===== config.mk =====
export PLATFORM = sky130hd
export DESIGN_NAME = filter_mode_ctrl
export DESIGN_NICKNAME = d
export VERILOG_FILES = /design/src/rtl/filter_mode_ctrl.sv
export SDC_FILE = /design/constraint.sdc
export NUM_CORES = 1
export LEC_CHECK = 0
export ABC_AREA = 1
export CORE_UTILIZATION = 45
export DETAILED_ROUTE_END_ITERATION = 8
export PLACE_DENSITY = 0.7
export REMOVE_ABC_BUFFERS = 1
export SLEW_MARGIN = 20
export SYNTH_ARGS = -nofsm -noshare
export SYNTH_HDL_FRONTEND = slang
export SYNTH_SLANG_ARGS = --single-unit
export TNS_END_PERCENT = 100

===== constraint.sdc =====
create_clock -name clk -period 2.35 [get_ports clk]
set_input_delay 0.47 -clock clk [delete_from_list [all_inputs] [get_ports clk]]
set_output_delay 0.47 -clock clk [all_outputs]
set_load 0.01 [all_outputs]

===== src/rtl/filter_mode_ctrl.sv =====
// PS/2-driven filter mode / brightness controller with frame-boundary commit.
// Optional feature: FILTER_MODE_CTRL_ESC_RESET_EN (Esc restores default shadow config).
//
// state        | meaning
// S_IDLE       | waiting for a make code or a prefix byte
// S_BREAK      | F0 seen; next byte is a release and is discarded
// S_EXT        | E0 seen; next byte is an extended make unless it is F0
// S_EXT_BREAK  | E0 F0 seen; next byte is an extended release and is discarded
module filter_mode_ctrl #(
  parameter int unsigned NUM_MODES      = 6,
  parameter int unsigned BRIGHT_DEFAULT = 8
) (
  input  logic       clk,
  input  logic       btnC,
  input  logic [7:0] rx_byte,
  input  logic       rx_valid,
  input  logic       frame_start,
  output logic [2:0] mode,
  output logic [3:0] brightness,
  output logic       pending,
  output logic       cfg_changed
);

  localparam logic [3:0] BRIGHT_RST = 4'(BRIGHT_DEFAULT);

  typedef enum logic [1:0] {S_IDLE, S_BREAK, S_EXT, S_EXT_BREAK} state_t;

  state_t     state_q, state_d;
  logic [2:0] shadow_mode_q, shadow_mode_d;
  logic [3:0] shadow_bright_q, shadow_bright_d;
  logic [2:0] mode_q, mode_d;
  logic [3:0] bright_q, bright_d;
  logic       pending_q, pending_d;
  logic       cfg_changed_q, cfg_changed_d;

  logic       digit_hit;
  logic [2:0] digit;

  always_comb begin
    digit_hit = 1'b1;
    digit     = 3'd0;
    case (rx_byte)
      8'h45:   digit = 3'd0;
      8'h16:   digit = 3'd1;
      8'h1E:   digit = 3'd2;
      8'h26:   digit = 3'd3;
      8'h25:   digit = 3'd4;
      8'h2E:   digit = 3'd5;
      8'h36:   digit = 3'd6;
      8'h3D:   digit = 3'd7;
      default: digit_hit = 1'b0;
    endcase
  end

  always_comb begin
    state_d         = state_q;
    shadow_mode_d   = shadow_mode_q;
    shadow_bright_d = shadow_bright_q;
    mode_d          = mode_q;
    bright_d        = bright_q;
    cfg_changed_d   = 1'b0;

    // Commit samples the shadow before any byte arriving in the same cycle.
    if (frame_start) begin
      mode_d        = shadow_mode_q;
      bright_d      = shadow_bright_q;
      cfg_changed_d = (shadow_mode_q != mode_q) || (shadow_bright_q != bright_q);
    end

    if (rx_valid) begin
      case (state_q)
        S_IDLE: begin
          if (rx_byte == 8'hF0) begin
            state_d = S_BREAK;
          end else if (rx_byte == 8'hE0) begin
            state_d = S_EXT;
          end else if (digit_hit && ({29'd0, digit} < NUM_MODES)) begin
            shadow_mode_d = digit;
          end
`ifdef FILTER_MODE_CTRL_ESC_RESET_EN
          else if (rx_byte == 8'h76) begin
            shadow_mode_d   = 3'd0;
            shadow_bright_d = BRIGHT_RST;
          end
`endif
        end
        S_EXT: begin
          if (rx_byte == 8'hF0) begin
            state_d = S_EXT_BREAK;
          end else begin
            state_d = S_IDLE;
            if (rx_byte == 8'h75 && shadow_bright_q != 4'd15)
              shadow_bright_d = shadow_bright_q + 4'd1;
            else if (rx_byte == 8'h72 && shadow_bright_q != 4'd0)
              shadow_bright_d = shadow_bright_q - 4'd1;
          end
        end
        S_BREAK, S_EXT_BREAK: state_d = S_IDLE;
        default:              state_d = S_IDLE;
      endcase
    end

    pending_d = (shadow_mode_d != mode_d) || (shadow_bright_d != bright_d);
  end

  always_ff @(posedge clk) begin
    if (btnC) begin
      state_q         <= S_IDLE;
      shadow_mode_q   <= 3'd0;
      shadow_bright_q <= BRIGHT_RST;
      mode_q          <= 3'd0;
      bright_q        <= BRIGHT_RST;
      pending_q       <= 1'b0;
      cfg_changed_q   <= 1'b0;
    end else begin
      state_q         <= state_d;
      shadow_mode_q   <= shadow_mode_d;
      shadow_bright_q <= shadow_bright_d;
      mode_q          <= mode_d;
      bright_q        <= bright_d;
      pending_q       <= pending_d;
      cfg_changed_q   <= cfg_changed_d;
    end
  end

  assign mode        = mode_q;
  assign brightness  = bright_q;
  assign pending     = pending_q;
  assign cfg_changed = cfg_changed_q;

endmodule


==> impl_summary.md <==
Floorplan
The die area is 3370 um^2. The site row count is 19. The chip height is 58.0 um. The total area inside the core boundary comes to 2850 um^2.

In this run the horizontal extent of the chip is 58.0 um. For this configuration, the core starts out at a cell density of 49.5%. During I/O placement, the number of pins put on the boundary was 21.

Layout
The net total in the final layout is 272. In the layout the commonest cells are sky130_fd_sc_hd__nand2_1, sky130_fd_sc_hd__nor2_1, sky130_fd_sc_hd__inv_1. The most common cell after layout, fill and taps aside is sky130_fd_sc_hd__nand2_1. The number of diodes added for antenna fixing is 0. The core occupancy in the finished layout is 61.0%. From synthesis to final layout, the design area changed by 23.2%. Of the cells placed in the final design, the portion with a size suffix greater than 1 is 14.4%.

Routing
The via count of the routed design is 1,427. The number of vias per cell after detailed routing is 4.95. The first TritonRoute pass finished after 6 iterations. After detailed routing, the number of remaining DRC violations is 0. The routed wire length per instance is 10.6 um. The final routed wirelength across all metal layers is 3040 um. The number of design-rule violations left by the first detailed-router iteration is 46. The remaining antenna violation count after routing is 0.

Critical path
The worst setup path is launched from an input pin. Data on the critical path is required at its endpoint by 2.55 ns. The worst register-to-register path has a setup slack of 0.41 ns.

The number of buffers and inverters on the critical path is 3. The arrival time at the worst endpoint is 2.28 ns. The worst setup path is captured at a flip-flop.

On the critical path, the stage with the largest delay is an instance of sky130_fd_sc_hd__clkdlybuf4s50_1. The critical path goes through clkdlybuf4s50_1 > nand2_4 > nor2_1 > nand3_2 > nand2_2 > inv_2 > nand2_8 > inv_4 > nand2_2 > nand2_1 > nand2_1 > nand2_1 > nor2_2 > nand3_1 > nor2_1 > nor2_1. In this run the worst path has a maximum fanout of 8.

Grouping stages by cell kind, the critical path spends the most delay in simple AND/OR/NAND/NOR gates. The critical setup path kind is in -> reg. For this run, the slowest stage of the critical path takes 0.60 ns.

Synthesis
The register bit total from synthesis is 18. The number of flops mapped to enable cells by yosys is 0. Dividing the synthesized area by the synthesized cell count gives 6.22 um^2. For this run, the leading register cell type out of synthesis is sky130_fd_sc_hd__dfxtp_1. Synthesis produced a netlist whose cell count is 227. After synthesis the cells add up to 1410 um^2.

The distinct cell type count of the synthesized netlist is 32. Of the synthesized area, sequential elements account for 25.5%. Counting flops with an async set or reset pin after synthesis yields a share of 0%. The total of warnings raised by yosys is 0.

Timing
The clock period minus final worst setup slack is 2.09 ns. The tightest hold path in the finished design has a slack of 0.506 ns. The final number of hold-violating endpoints was 0. Static timing analysis puts the maximum clock frequency at 479 MHz. For the final database, setup skew stands at 0.00699 ns. The total count of max-transition violations in the final report is 0. Setup repair after global routing left no endpoint under its margin. Setup slack closes at 0.263 ns. The total negative setup slack is 0 ns.

The final setup violation count is 0. The period utilization is 88.8%. The worst pin sits at a relative slew slack of 73.3%.

The pin slew with the least headroom to its limit is 0.397 ns.

Placement
The number of buffers inserted by port buffering is 20. The HPWL after detailed placement is 2500 um. The last weighted congestion value of the routability-driven placer is 0.854.

At the placement stage, the worst setup path has a slack of -0.0594 ns.

Clocking
The maximum buffer depth of the clock tree is 2. The maximum level of the CTS H-tree is 1. The number of hold buffers added after CTS was 0.

In this run the clock root is driven by a sky130_fd_sc_hd__clkbuf_4. Counting the buffers created by CTS gives 3. Post-CTS repair changed the size of 0 cells. After clock tree synthesis, the clock-pin slew on the worst setup and hold paths is 0.10 ns.

The clock insertion delay at the later pin of the skew report is 0.30 ns. The number of sinks handled by clock tree synthesis is 18. TritonCTS built the clock tree. The number of setup buffers added after CTS is 0.

Global route
For this run, the total global-route usage over all layers was measured as 19.9%. The via count of the first global-routing pass is 1,274. The largest net degree at the start of global routing is 14.

The initial antenna violation count is 0. The global-route wire length before repair is 5250 um. The total overflow left after global routing is 0.

Power and ir drop
The sequential power share is 50.0%. The leakage power summed over all cells is 0.000884 uW. In this run, the clock network consumes 30.5% of the power.

Of the total power, combinational logic draws 19.5%. The worst-case IR drop observed on VDD is 0.305 mV. The net switching power of the design is 170 uW. The internal power of the cells is 466 uW. The cell area power density is 365 nW/um^2. In this run switching power makes up 26.7% of total power.

Run status
The run finished with clean final reports.

Worst hold path
The path type of the worst min-delay path is reg -> reg.

Flow run
Max-cap violations in this run came to 0.
-- cells by family after synthesis --
family	Yosys count	synth area share (%)
xor gates and xnor gates	5	3.10
muxes	1	0.709
AOI/OAI and AO/OA	20	8.50
buffers and inverters	33	8.95
adders and majority gates	2	1.77
DFF	18	25.5
and+or+nand+nor	148	51.5
-- layer usage --
metal | up-vias | part of all wire, % | GRT usage [%] | routed length [um]
li1 | 778 | - | - | -
met2 | 17 | 45 | 32.8 | 1380
met5 | - | 0 | 0 | 0
met4 | 0 | 0.82 | 4.08 | 25
met1 | 628 | 52 | 26.9 | 1570
met3 | 4 | 2.3 | 4.02 | 70
-- area by class of cell --
cell class	count	area [um^2]
multi-input combinational	176	926
sequential	18	360
timing repair buffer	28	260
fill	288	1110
inverter	31	119
tap	31	38.8
clock buffer	4	36.3
-- power groups by stage --
| stage | registers, uW | clock network [uW] | logic (uW) |
|---|---|---|---|
| after floorplan | 328 | 0 | 57.3 |
| after global placement | 325 | 0 | 124 |
| after detailed placement | 325 | 0 | 124 |
| after CTS | 318 | 202 | 124 |
| after global routing | 319 | 217 | 138 |
| final | 318 | 194 | 124 |
-- path summary, 6_finish.rpt --
check                            endpoint                     startpoint  depth (start not counted)
setup reg to reg       pending$_SDFF_PP0_  shadow_bright_q[0]$_SDFF_PP0_                         14
hold / removal    state_q[0]$_SDFFE_PP0P_        state_q[0]$_SDFFE_PP0P_                          2
hold reg to reg   state_q[0]$_SDFFE_PP0P_        state_q[0]$_SDFFE_PP0P_                          2
setup / recovery       pending$_SDFF_PP0_                     rx_byte[5]                         16
-- sequential cells by signal, summed over array words and instances, names as in the netlist --
| name | flops |
|---|---|
| cfg_changed | 1 |
| shadow_mode_q | 3 |
| mode | 3 |
| shadow_bright_q | 4 |
| brightness | 4 |
| state_q | 2 |
| pending | 1 |
-- per-stage QoR --
step           power, uW  cells  area, um^2
6_report             636    288        1740
5_1_grt              674    288        1740
4_1_cts              645    288        1740
3_5_place_dp         449    284        1700
3_3_place_gp         449    284        1700
2_1_floorplan        386    225        1410
-- synth_stat cells (2+ instances only) --
library cell | instances | share of area [%]
sky130_fd_sc_hd__a21oi_1 | 7 | 2.5
sky130_fd_sc_hd__clkbuf_1 | 2 | 0.53
sky130_fd_sc_hd__dfxtp_1 | 18 | 26
sky130_fd_sc_hd__ha_1 | 2 | 1.8
sky130_fd_sc_hd__inv_1 | 26 | 6.9
sky130_fd_sc_hd__inv_2 | 4 | 1.1
sky130_fd_sc_hd__nand2_1 | 69 | 18
sky130_fd_sc_hd__nand2_2 | 5 | 2.2
sky130_fd_sc_hd__nand2_4 | 2 | 1.6
sky130_fd_sc_hd__nand3_1 | 15 | 5.3
sky130_fd_sc_hd__nand3_2 | 2 | 1.4
sky130_fd_sc_hd__nand3b_1 | 5 | 2.7
sky130_fd_sc_hd__nand4_1 | 5 | 2.2
sky130_fd_sc_hd__nor2_1 | 35 | 9.3
sky130_fd_sc_hd__nor2_2 | 3 | 1.3
sky130_fd_sc_hd__o21ai_0 | 7 | 2.5
sky130_fd_sc_hd__o21ai_2 | 2 | 1.2
sky130_fd_sc_hd__xnor2_1 | 3 | 1.9
sky130_fd_sc_hd__xor2_1 | 2 | 1.2
-- worst min-delay path: cells and delay by family (launching register included) --
family             cells  cell delay, ns
DFF                    1            0.35
AOI/OAI and AO/OA      1            0.05
and+or+nand+nor        1            0.07
Power figures use the tool's default switching activity.
